$ cat src/rtl/brick_field.sv
// brick_field: ROWS x COLS brick wall for Breakout.
// After each ball tick the grid is scanned one brick per cycle. At most one
// collision (the lowest brick index) is reported, together with the struck face.
// A registered per-pixel brick mask and colour feed the VGA mux.
// 'cleared' flags an empty field.
// Optional feature: define BRICK_FIELD_DURABILITY_EN to give upper rows more lives.
module brick_field #(
    parameter int COLS    = 5,
    parameter int ROWS    = 2,
    parameter int BRICK_W = 128,
    parameter int BRICK_H = 32,
    parameter int X0      = 0,
    parameter int Y0      = 0,
    parameter int GAP     = 2,
    parameter int R_BALL  = 8,
    parameter int LIFE_W  = 2
) (
    input  logic        clock,
    input  logic        reset,
    input  logic        start,
    input  logic        tick,
    input  logic [9:0]  x_ball,
    input  logic [9:0]  y_ball,
    input  logic [9:0]  next_x,
    input  logic [9:0]  next_y,
    output logic        area,
    output logic [23:0] rgb,
    output logic        hit_block,
    output logic        hit_block_up,
    output logic        hit_block_down,
    output logic        hit_block_left,
    output logic        hit_block_right,
    output logic [4:0]  hit_id,
    output logic        destroyed,
    output logic        cleared
);

    localparam int          N        = ROWS * COLS;
    localparam int          XS       = $clog2(BRICK_W);
    localparam int          YS       = $clog2(BRICK_H);
    localparam logic [4:0]  LAST_IDX = 5'(N - 1);
    localparam logic [4:0]  COL_LAST = 5'(COLS - 1);
    localparam logic [10:0] X0_C     = 11'(X0);
    localparam logic [10:0] Y0_C     = 11'(Y0);
    localparam logic [10:0] GRID_W   = 11'(COLS * BRICK_W);
    localparam logic [10:0] GRID_H   = 11'(ROWS * BRICK_H);
    localparam logic [10:0] CELL_W   = 11'(BRICK_W);
    localparam logic [10:0] CELL_H   = 11'(BRICK_H);
    localparam logic [10:0] GAP_C    = 11'(GAP);
    localparam logic [10:0] R_OFF_X  = 11'(BRICK_W - 1 - GAP);
    localparam logic [10:0] R_OFF_Y  = 11'(BRICK_H - 1 - GAP);
    localparam logic [10:0] MASK_X   = 11'(BRICK_W - 1);
    localparam logic [10:0] MASK_Y   = 11'(BRICK_H - 1);
    localparam logic [20:0] R2       = 21'(R_BALL * R_BALL);

    typedef enum logic [1:0] {IDLE, SCAN, REPORT} state_t;
    typedef enum logic [1:0] {FACE_UP, FACE_DOWN, FACE_LEFT, FACE_RIGHT} face_t;

    // Starting lives for the whole grid, walked row by row.
    function automatic logic [N*LIFE_W-1:0] init_lives();
        logic [N*LIFE_W-1:0] v;
        int k;
        v = '0;
        k = 0;
        for (int r = 0; r < ROWS; r++) begin
            for (int c = 0; c < COLS; c++) begin
`ifdef BRICK_FIELD_DURABILITY_EN
                if (ROWS - r > (1 << LIFE_W) - 1) v[k*LIFE_W +: LIFE_W] = '1;
                else                              v[k*LIFE_W +: LIFE_W] = LIFE_W'(ROWS - r);
`else
                v[k*LIFE_W +: LIFE_W] = LIFE_W'(1);
`endif
                k++;
            end
        end
        return v;
    endfunction

    localparam logic [N*LIFE_W-1:0] INIT_LIVES = init_lives();

    state_t            state, state_next;
    logic              hold;
    logic [LIFE_W-1:0] life      [N];
    logic [LIFE_W-1:0] life_next [N];
    logic              any_live_next;
    logic [4:0]        idx, hit_idx, col;
    logic [10:0]       cell_x, cell_y;
    logic              hit_valid;
    face_t             hit_face, face_now;
    logic [LIFE_W-1:0] cur_life, hit_life, pix_life;

    logic [10:0] bx, by, brk_l, brk_r, brk_t, brk_b, dx_full, dy_full;
    logic [9:0]  dx, dy;
    logic [19:0] dx_sq, dy_sq;
    logic [20:0] dist2;
    logic        brick_hit;

    logic [10:0] px, py, cx, cy, ox, oy;
    logic [15:0] pix_idx;
    logic        in_grid, in_body, area_d;
    logic [23:0] rgb_d;

    assign hold = reset || !start;

    // State register; reset or start low forces IDLE.
    always_ff @(posedge clock) begin
        // NOTE: sequential state uses non-blocking (<=) so every flop samples pre-edge values.
        if (hold) state <= IDLE;
        else      state <= state_next;
    end

    // Next-state logic: a tick starts a scan; ticks outside IDLE are ignored.
    always_comb begin
        // NOTE: every always_comb output gets a default first, so no path can infer a latch.
        state_next = state;
        case (state)
            IDLE:    if (tick) state_next = SCAN;
            SCAN:    if (idx == LAST_IDX) state_next = REPORT;
            REPORT:  state_next = IDLE;
            default: state_next = IDLE;
        endcase
    end

    // Life lookups for the brick under scan and for the latched hit.
    always_comb begin
        cur_life = '0;
        hit_life = '0;
        for (int i = 0; i < N; i++) begin
            if (idx == 5'(i))     cur_life = life[i];
            if (hit_idx == 5'(i)) hit_life = life[i];
        end
    end

    // Clamped-point distance test and face of the brick under scan.
    always_comb begin
        bx      = {1'b0, x_ball};
        by      = {1'b0, y_ball};
        brk_l   = cell_x + GAP_C;
        brk_r   = cell_x + R_OFF_X;
        brk_t   = cell_y + GAP_C;
        brk_b   = cell_y + R_OFF_Y;
        dx_full = '0;
        dy_full = '0;
        if (bx < brk_l)      dx_full = brk_l - bx;
        else if (bx > brk_r) dx_full = bx - brk_r;
        if (by < brk_t)      dy_full = brk_t - by;
        else if (by > brk_b) dy_full = by - brk_b;
        // Distances beyond 10 bits saturate; they are far outside any radius anyway.
        dx        = dx_full[10] ? '1 : dx_full[9:0];
        dy        = dy_full[10] ? '1 : dy_full[9:0];
        dx_sq     = {10'd0, dx} * {10'd0, dx};
        dy_sq     = {10'd0, dy} * {10'd0, dy};
        dist2     = {1'b0, dx_sq} + {1'b0, dy_sq};
        brick_hit = (cur_life != '0) && (dist2 <= R2);
        if (bx >= brk_l && bx <= brk_r) face_now = (by < brk_t) ? FACE_UP : FACE_DOWN;
        else                            face_now = (bx < brk_l) ? FACE_LEFT : FACE_RIGHT;
    end

    // Scan walker: brick index, column counter and cell origin; latches the first hit.
    always_ff @(posedge clock) begin
        if (hold || state == IDLE) begin
            idx       <= '0;
            col       <= '0;
            cell_x    <= X0_C;
            cell_y    <= Y0_C;
            hit_valid <= 1'b0;
            hit_idx   <= '0;
            hit_face  <= FACE_UP;
        end else if (state == SCAN) begin
            if (brick_hit && !hit_valid) begin
                hit_valid <= 1'b1;
                hit_idx   <= idx;
                hit_face  <= face_now;
            end
            idx <= idx + 5'd1;
            if (col == COL_LAST) begin
                col    <= '0;
                cell_x <= X0_C;
                cell_y <= cell_y + CELL_H;
            end else begin
                col    <= col + 5'd1;
                cell_x <= cell_x + CELL_W;
            end
        end
    end

    assign hit_block       = (state == REPORT) && hit_valid;
    assign hit_block_up    = hit_block && (hit_face == FACE_UP);
    assign hit_block_down  = hit_block && (hit_face == FACE_DOWN);
    assign hit_block_left  = hit_block && (hit_face == FACE_LEFT);
    assign hit_block_right = hit_block && (hit_face == FACE_RIGHT);
    assign hit_id          = hit_block ? hit_idx : 5'd0;
    assign destroyed       = hit_block && (hit_life == LIFE_W'(1));

    // Lives after this cycle's REPORT decrement, and whether any survive.
    always_comb begin
        any_live_next = 1'b0;
        for (int i = 0; i < N; i++) begin
            life_next[i] = life[i];
            if (hit_block && hit_idx == 5'(i)) life_next[i] = life[i] - LIFE_W'(1);
            if (life_next[i] != '0) any_live_next = 1'b1;
        end
    end

    // Per-brick lives, restored whenever the field is held.
    always_ff @(posedge clock) begin
        for (int i = 0; i < N; i++) begin
            // NOTE: lives are a few flops of game state, so they are reset; this is not a RAM.
            if (hold) life[i] <= INIT_LIVES[i*LIFE_W +: LIFE_W];
            else      life[i] <= life_next[i];
        end
    end

    // Cleared flag, registered from the post-decrement lives.
    always_ff @(posedge clock) begin
        if (hold) cleared <= 1'b0;
        else      cleared <= !any_live_next;
    end

    // Pixel decode: cell by shift, margin by mask, then live-brick lookup and colour.
    always_comb begin
        px      = {1'b0, next_x} - X0_C;
        py      = {1'b0, next_y} - Y0_C;
        in_grid = ({1'b0, next_x} >= X0_C) && (px < GRID_W) &&
                  ({1'b0, next_y} >= Y0_C) && (py < GRID_H);
        cx      = px >> XS;
        cy      = py >> YS;
        ox      = px & MASK_X;
        oy      = py & MASK_Y;
        in_body = (ox >= GAP_C) && (ox <= R_OFF_X) && (oy >= GAP_C) && (oy <= R_OFF_Y);
        pix_idx = 16'(cy) * 16'(COLS) + 16'(cx);
        pix_life = '0;
        for (int i = 0; i < N; i++) begin
            if (pix_idx == 16'(i)) pix_life = life[i];
        end
        area_d = in_grid && in_body && (pix_life != '0);
        rgb_d  = 24'd0;
        if (area_d) begin
            if (pix_life == LIFE_W'(1))      rgb_d = {8'd100, 8'd50, 8'd230};
            else if (pix_life == LIFE_W'(2)) rgb_d = {8'd10, 8'd230, 8'd50};
            else                             rgb_d = {8'd230, 8'd200, 8'd20};
        end
    end

    // Pixel output register: one cycle behind next_x/next_y.
    always_ff @(posedge clock) begin
        if (hold) begin
            area <= 1'b0;
            rgb  <= 24'd0;
        end else begin
            area <= area_d;
            rgb  <= rgb_d;
        end
    end

endmodule

$ cat config.mk
export PLATFORM = sky130hd
export DESIGN_NAME = brick_field
export DESIGN_NICKNAME = d
export VERILOG_FILES = /design/src/rtl/brick_field.sv
export SDC_FILE = /design/constraint.sdc
export NUM_CORES = 1
export LEC_CHECK = 0
export BUFFER_PORTS_ARGS = -buffer_cell sky130_fd_sc_hd__buf_2
export CAP_MARGIN = 10
export CORE_MARGIN = 2
export CORE_UTILIZATION = 58
export CTS_BUF_LIST = sky130_fd_sc_hd__clkbuf_8
export DETAILED_ROUTE_END_ITERATION = 16
export GPL_ROUTABILITY_DRIVEN = 1
export PLACE_DENSITY = 0.77
export RECOVER_POWER = 100
export SLEW_MARGIN = 10
export SYNTH_ARGS = -nofsm -noshare
export SYNTH_HDL_FRONTEND = slang
export SYNTH_SLANG_ARGS = --single-unit
export TNS_END_PERCENT = 5
$ cat constraint.sdc
create_clock -name clock -period 10 [get_ports clock]
set_input_delay 0.5 -clock clock [delete_from_list [all_inputs] [get_ports clock]]
set_output_delay 0.5 -clock clock [all_outputs]
set_load 0.005 [all_outputs]
==> results of run 1 <==
cells by family (layout without fill, tap and decap cells):
| logic type | Yosys count | count (layout) | synth area share |
|---|---|---|---|
| flip-flops | 58 | 58 | 0.107 |
| adder cells (fa/ha/maj) | 263 | 263 | 0.394 |
| AND/OR/NAND/NOR | 391 | 391 | 0.182 |
| AO/OA/AOI/OAI | 220 | 220 | 0.149 |
| XOR/XNOR | 44 | 44 | 0.0355 |
| buffers and inverters | 277 | 334 | 0.108 |
| multiplexers | 21 | 21 | 0.0248 |
| other | 1 | 5 | 0.000346 |
cell type report:
cell class,instances,area share
Multi-Input combinational cell,944,0.734
Inverter,206,0.0662
Sequential cell,58,0.0994
Clock buffer,9,0.0106
Timing Repair Buffer,112,0.0562
Clock inverter,7,0.00879
Tap cell,234,0.0251
per-stage QoR:
step	area (sq um)	std cells	util	setup WS, ns
after floorplan	10900	1279	-	0.759
after global placement	11400	1554	0.617	0.237
after detailed placement	11400	1554	0.617	0.0793
after CTS	11700	1570	0.630	0.256
after global routing	11700	1570	0.631	0.00431
final	11700	1570	0.631	0.374
placed cells by master, fill, tap and decap left out, types with 14 or more instances in the layout:
| cell | count |
|---|---|
| buf_4 | 37 |
| xnor2_1 | 26 |
| buf_2 | 63 |
| inv_1 | 205 |
| nor3_1 | 24 |
| nor2_1 | 146 |
| nand4_1 | 16 |
| o21ai_0 | 38 |
| nand2b_1 | 14 |
| dfxtp_1 | 58 |
| or2_2 | 18 |
| nand2_1 | 69 |
| a21oi_1 | 40 |
| ha_1 | 132 |
| fa_1 | 131 |
| xor2_1 | 18 |
critical path: cells and delay by family, from the launching register on:
family | cells | cell delay, ns
AO/OA/AOI/OAI | 9 | 2.35
buffers and inverters | 3 | 0.32
adder cells (fa/ha/maj) | 9 | 4.35
flip-flops | 1 | 0.37
multiplexers | 1 | 0.20
AND/OR/NAND/NOR | 5 | 1.96
worst paths after layout:
| check | to | start | cells past startpoint |
|---|---|---|---|
| max | hit_idx[0] | cell_x[7] | 27 |
| max reg2reg | hit_idx[0] | cell_x[7] | 27 |
| min reg2reg | hit_valid | hit_valid | 1 |
| min | state[0] | tick | 3 |
registers in the layout, indices dropped and copies added (netlist names):
register,count
area,1
hit_face,2
state,2
cleared,1
hit_idx,5
rgb,6
col,5
cell_x,4
hit_valid,1
idx,5
life,20
cell_y,6
routing by layer:
layer	part of all wire	wire length [um]
met5	0	0
met4	0.016	413
met2	0.48	12000
met3	0.045	1130
met1	0.46	11500
==> results.toml, run 1 <==
[place]
io_buffers = 73
place.gp.congestion = 0.938
hpwl_um = 20700

[logic_synthesis]
ys.flop_type = "dfxtp_1"
synth.cell_area_sq_um = 10900
synth_edf_count = 0
synthTopCellsByArea = "fa_1 24%, ha_1 15%, dfxtp_1 11%, inv_1 7.1%, nor2_1 5.0%"
syn_inst = 1275
seq_area_frac_synth = 0.107
synth.distinct_cells = 86
yosysWarnings = 0
postSynth.asyncResetShare = 0
synthTopCellsByCount = "205 x inv_1, 146 x nor2_1, 132 x ha_1"
ys_ff_latch = 58
yosysMostFrequentCell = "inv_1"
avgSynthCellArea_sq_um = 8.51
synth_area_leader_cell = "fa_1"
synth_top_cell_area_share = 0.242

[timing]
slew_violations = 0
min_period_ns = 9.63
tightest_slew_ns = 0.907
setup_viol = 0
skew_ns = 0.0119
fmax_mhz = 104
rsz0062_at_grt = "no"
finalCritPeriodShare = 0.963
slew_headroom = 0.393
hold_violations = 0
tns_ns = 0
holdWs_ns = 0.453

[worst_setup_path]
cp_slowest_stage_delay_ns = 0.62
worstPathArrival_ns = 9.91
startpoint_type = "flip-flop"
cp-end-kind = "flip-flop"
crit_type = "flip-flop to flip-flop"
worstPathRequired_ns = 10.28
cpMaxStageDelayCell = "fa_1"
cpMostUsedCell = "fa_1"
r2r_setup_slack_ns = 0.37
cp_max_fo = 7

[global_routing]
grt_pass1_wl_um = 43400
met2_usage = 0.449
antenna_found_initial = 0
grt_use_met3 = 0.0265
grt_overflow = 0
grt.busiest_layer = "met2"
grt_pass1_vias = 9091
track_usage = 0.264
grt_util_met1 = 0.367
grt_max_degree = 22

[floorplanning]
initial_utilization = 0.586
fp.dieW_um = 141
core-area_sq_um = 18500
top_level_ports = 81
fp.dieArea_sq_um = 19800
row_count = 50
die_y_um = 141

[cts]
cts_tree = "yes"
clkTransAtPathRegs_ns = 0.08
clock_latency_ns = 0.35
clock-sinks = 58
cts-resized-gates = 0
ctsHoldBuffers = 0
cts_buffers = 9
cts_root_buf = "clkbuf_8"
cts_setup_buffers = 0
cts_buffer_depth = 2
htree_levels = 3

[drt]
viasPerCell = 5.80
dr.pass1.iters = 5
wl_um = 25100
drc_errors = 0
vias = 9099
drtIter0Drc = 497
detail_route.wl_per_cell_um = 16.0
postRouteAntennaNets = 0

[finish]
area.sequential_sq_um = 1160
layout-drive-gt1-share = 0.132
fin_nets = 1638
multi_input_area_sq_um = 8570
antenna_cells = 0
syn_to_final_growth_pct = 7.61
fillerInstances = 1576

[run_status]
status = "finished clean"

[run]
maxCapViolCount = 0

[hold_path]
min-delay-path-class = "input port to flip-flop"
Power of run 1 is left out: the tool's default activity adds up to more than one toggle a clock period on the data nets, which glitch-free logic cannot reach.
==> inputs of run 2 (changes only) <==
Clock period 10 ns to 12.2 ns, I/O delays scaled along.
==> run 2 against run 1 <==
  * Cell count is 1.6% lower
  * Setup slack better by 0.97 ns
  * Register-to-register slack better by 0.97 ns
  * First-iteration DRC count is 5.0% higher
  * Via count is 2.0% lower
  * Clock-buffer cell count is 1 higher
  * Core utilization is 1.4 points lower
  * Die area stayed put
  * Critical endpoint is now hit_idx[2]
==> results.toml, run 2 (synthesized netlist as in run 1, its figures left out) <==
[run_status]
status = "finished clean"

[worst_setup_path]
cpMostUsedCell = "fa_1"
crit_type = "input port to flip-flop"
startpoint_type = "input port"
timing.rr.end = "hit_idx[2]"
reg2reg_depth = 24
r2r-start = "cell_y[5]"
cpMaxStageDelayCell = "a211oi_2"
cp_max_fo = 19
worstPathRequired_ns = 12.47
crit_family = "adder cells"
r2r_setup_slack_ns = 1.34
cp.buffers_inverters = 3
cp-end-kind = "flip-flop"
worstPathArrival_ns = 11.13
cp_slowest_stage_delay_ns = 0.96

[cts]
cts_setup_buffers = 0
cts_root_buf = "clkbuf_8"
clock-sinks = 58
cts-resized-gates = 0
cts_buffers = 9
clock_latency_ns = 0.34
cts_buffer_depth = 2
htree_levels = 3
ctsHoldBuffers = 0
clkTransAtPathRegs_ns = 0.07
cts_tree = "yes"

[floorplanning]
row_count = 50
die_y_um = 141
core-area_sq_um = 18500
top_level_ports = 81
fp.dieArea_sq_um = 19800
fp.dieW_um = 141
initial_utilization = 0.586

[timing]
skew_ns = 0.00976
rsz0062_at_grt = "no"
hold_violations = 0
setup_viol = 0
slew_headroom = 0.265
fmax_mhz = 92.1
tns_ns = 0
min_period_ns = 10.86
finalCritPeriodShare = 0.890
holdWs_ns = 0.533
tightest_slew_ns = 1.10
slew_violations = 0

[place]
io_buffers = 73
hpwl_um = 20000
place.gp.congestion = 0.889

[hold_path]
hold_end = "hit_valid"
min-delay-path-class = "flip-flop to flip-flop"
worstHoldStart = "hit_valid"
hold_depth = 1

[global_routing]
grt_pass1_wl_um = 42000
grt_max_degree = 22
grt_pass1_vias = 8986
track_usage = 0.256
antenna_found_initial = 0
grt_overflow = 0

[drt]
detail_route.wl_per_cell_um = 15.7
postRouteAntennaNets = 0
vias = 8916
drtIter0Drc = 522
wl_um = 24300
drc_errors = 0
dr.pass1.iters = 5
viasPerCell = 5.77

[finish]
largest_reg_flops = 20
final_common_cell = "inv_1"
layout-drive-gt1-share = 0.109
top_register = "life"
largestRegisters = "life (20), cell_y (6), rgb (6)"
antenna_cells = 0
fin_nets = 1613
syn_to_final_growth_pct = 5.26
final_cell_mix = "207 x inv_1, 146 x nor2_1, 132 x ha_1"

[run]
maxCapViolCount = 0
==> run 2: cell type report <==
| cell class | instances | area, sq um |
|---|---|---|
| Inverter | 206 | 773 |
| Clock buffer | 10 | 138 |
| Sequential cell | 58 | 1160 |
| Clock inverter | 6 | 82.6 |
| Tap cell | 234 | 293 |
| Timing Repair Buffer | 87 | 458 |
| Multi-Input combinational cell | 944 | 8520 |
| Fill cell | 1608 | 7090 |
==> run 2: routing by layer <==
metal / part of all wire / vias to the layer above / GRT usage
li1: - / 4329 / -
met1: 0.44 / 4331 / 0.349
met2: 0.49 / 223 / 0.437
met3: 0.050 / 33 / 0.0251
met4: 0.023 / 0 / 0.0742
met5: 0 / - / 0
==> run 2: worst max-delay path by stage <==
stage	startpoint	end	slack, ns	depth (start not counted)
2_1_floorplan	y_ball[8]	hit_face[0]	2.85	29
3_3_place_gp	y_ball[9]	hit_idx[1]	1.49	26
3_5_place_dp	y_ball[6]	hit_idx[1]	1.34	26
4_1_cts	cell_y[6]	hit_idx[2]	1.63	24
5_1_grt	cell_y[5]	hit_idx[2]	0.52	24
6_report	y_ball[5]	hit_idx[2]	1.34	26
==> run 2: per-stage QoR <==
stage | cells | instance area (sq um) | util | worst slack (ns)
3_3_place_gp | 1529 | 11200 | 0.606 | 1.49
4_1_cts | 1545 | 11500 | 0.618 | 1.63
2_1_floorplan | 1279 | 10900 | - | 2.85
6_report | 1545 | 11400 | 0.617 | 1.34
3_5_place_dp | 1529 | 11200 | 0.606 | 1.34
5_1_grt | 1545 | 11400 | 0.617 | 0.518
Power of run 2 is left out for the same reason.
==> inputs of run 3 (changes only) <==
--- a/constraint.sdc
+++ b/constraint.sdc
@@ -3,2 +3,2 @@
 set_output_delay 0.61 -clock clock [all_outputs]
-set_load 0.005 [all_outputs]
+set_load 0.02 [all_outputs]
==> run 3 against run 2 <==
  * Setup slack better by 0.024 ns
  * Core utilization is 0.18 points lower
  * First-iteration DRC count is 4.6% lower
  * Clock skew hardly changed
  * Sequential cell count stayed put
  * Final area is 0.30% lower
  * Register-to-register slack better by 0.02 ns
  * Maximum frequency is 0.22% higher
  * Wire length is 0.39% higher
  * Worst hold slack better by 0.0041 ns
  * Cell count stayed put
==> results.toml, run 3 (synthesized netlist as in run 1, its figures left out) <==
[worst_setup_path]
worstPathArrival_ns = 11.10
cp-end-kind = "flip-flop"
crit_type = "input port to flip-flop"
startpoint_type = "input port"
worstPathRequired_ns = 12.47
cp_max_fo = 19

[cts]
clkTransAtPathRegs_ns = 0.07
cts-resized-gates = 0
cts_root_buf = "clkbuf_8"
cts_tree = "yes"
htree_levels = 3
ctsHoldBuffers = 0
cts_setup_buffers = 0
cts_buffers = 9
clock_latency_ns = 0.34
clock-sinks = 58
cts_buffer_depth = 2

[floorplanning]
initial_utilization = 0.586
top_level_ports = 81
fp.dieW_um = 141
core-area_sq_um = 18500
die_y_um = 141
row_count = 50
fp.dieArea_sq_um = 19800

[finish]
fin_nets = 1613
multi_input_area_sq_um = 8520
antenna_cells = 0
largestRegisters = "life (20), cell_y (6), rgb (6)"
post-route-util = 0.615
fin_area_sq_um = 11400
top_register = "life"
largest_reg_flops = 20
final_common_cell = "inv_1"
layout-drive-gt1-share = 0.0885
syn_to_final_growth_pct = 4.95
fillerInstances = 1621
area.sequential_sq_um = 1160
final_cells = 1545
final_cell_mix = "207 x inv_1, 146 x nor2_1, 132 x ha_1"

[drt]
vias = 8961
drc_errors = 0
wl_um = 24400
detail_route.wl_per_cell_um = 15.8
dr.pass1.iters = 6
postRouteAntennaNets = 0
drtIter0Drc = 498
viasPerCell = 5.80

[timing]
setup_viol = 0
min_period_ns = 10.83
slew_violations = 0
tightest_slew_ns = 1.10
hold_violations = 0
slew_headroom = 0.266
fmax_mhz = 92.3
finalCritPeriodShare = 0.888
rsz0062_at_grt = "no"
tns_ns = 0
skew_ns = 0.0100

[place]
dp.cells = 1529
dpl-instance-area_sq_um = 11200
place.gp.congestion = 0.889
io_buffers = 73
hpwl_um = 20000

[global_routing]
grt_max_degree = 22
track_usage = 0.256
antenna_found_initial = 0
grt_pass1_wl_um = 42000
grt_overflow = 0
grt_pass1_vias = 8986

[hold_path]
min-delay-path-class = "flip-flop to flip-flop"

[run]
maxCapViolCount = 0

[run_status]
status = "finished clean"
## run 3: changes by cell type in the layout (fill, tap and decap cells not counted)
cell      previous run  this run
buf_2               66        42
clkbuf_2             3         0
clkbuf_1             6        33
## run 3: critical path, stage by stage
cell	delay (ns)
buf_2	0.10
inv_1	0.04
ha_1	0.39
nor4b_1	0.47
a21boi_2	0.21
a211oi_2	0.96
a21oi_1	0.13
or4b_1	0.79
or2_2	0.44
fa_1	0.51
fa_1	0.54
inv_1	0.05
fa_1	0.51
fa_1	0.53
fa_1	0.54
fa_1	0.60
fa_1	0.44
ha_1	0.37
a2111oi_0	0.40
o21ai_0	0.29
a2111oi_0	0.74
o21ai_0	0.20
o2bb2ai_1	0.16
nor4b_1	0.35
and4_1	0.49
mux2i_1	0.23
## run 3: worst paths after layout
| kind | end | slack, ns | startpoint | cells past startpoint |
|---|---|---|---|---|
| worst max register to register | hit_idx[2] | 1.37 | cell_y[5] | 24 |
| worst min-delay path | life[6][1] | 0.54 | life[6][1] | 2 |
| worst max-delay path | hit_idx[2] | 1.37 | y_ball[5] | 26 |
| worst min register to register | life[6][1] | 0.54 | life[6][1] | 2 |
## run 3: final cells by class
type / count / share of cell area
multi-input cells: 944 / 0.748
flip-flops and latches: 58 / 0.102
inverters: 206 / 0.0679
repair buffers: 87 / 0.0372
well taps: 234 / 0.0257
clock buffers: 10 / 0.0121
clock inverters: 6 / 0.00725
## run 3: stage by stage
stage	setup WS [ns]	hold slack, ns
2_1_floorplan	2.85	0.463
3_3_place_gp	1.49	0.498
3_5_place_dp	1.34	0.513
4_1_cts	1.63	0.529
5_1_grt	0.518	0.540
6_report	1.37	0.537
## run 3: metal layers
metal | routed length, um | global-route usage | share of wire
met2 | 11800 | 0.437 | 0.49
met3 | 1200 | 0.0251 | 0.049
met4 | 561 | 0.0742 | 0.023
met5 | 0 | 0 | 0
met1 | 10800 | 0.349 | 0.44
Power of run 3 is left out for the same reason.
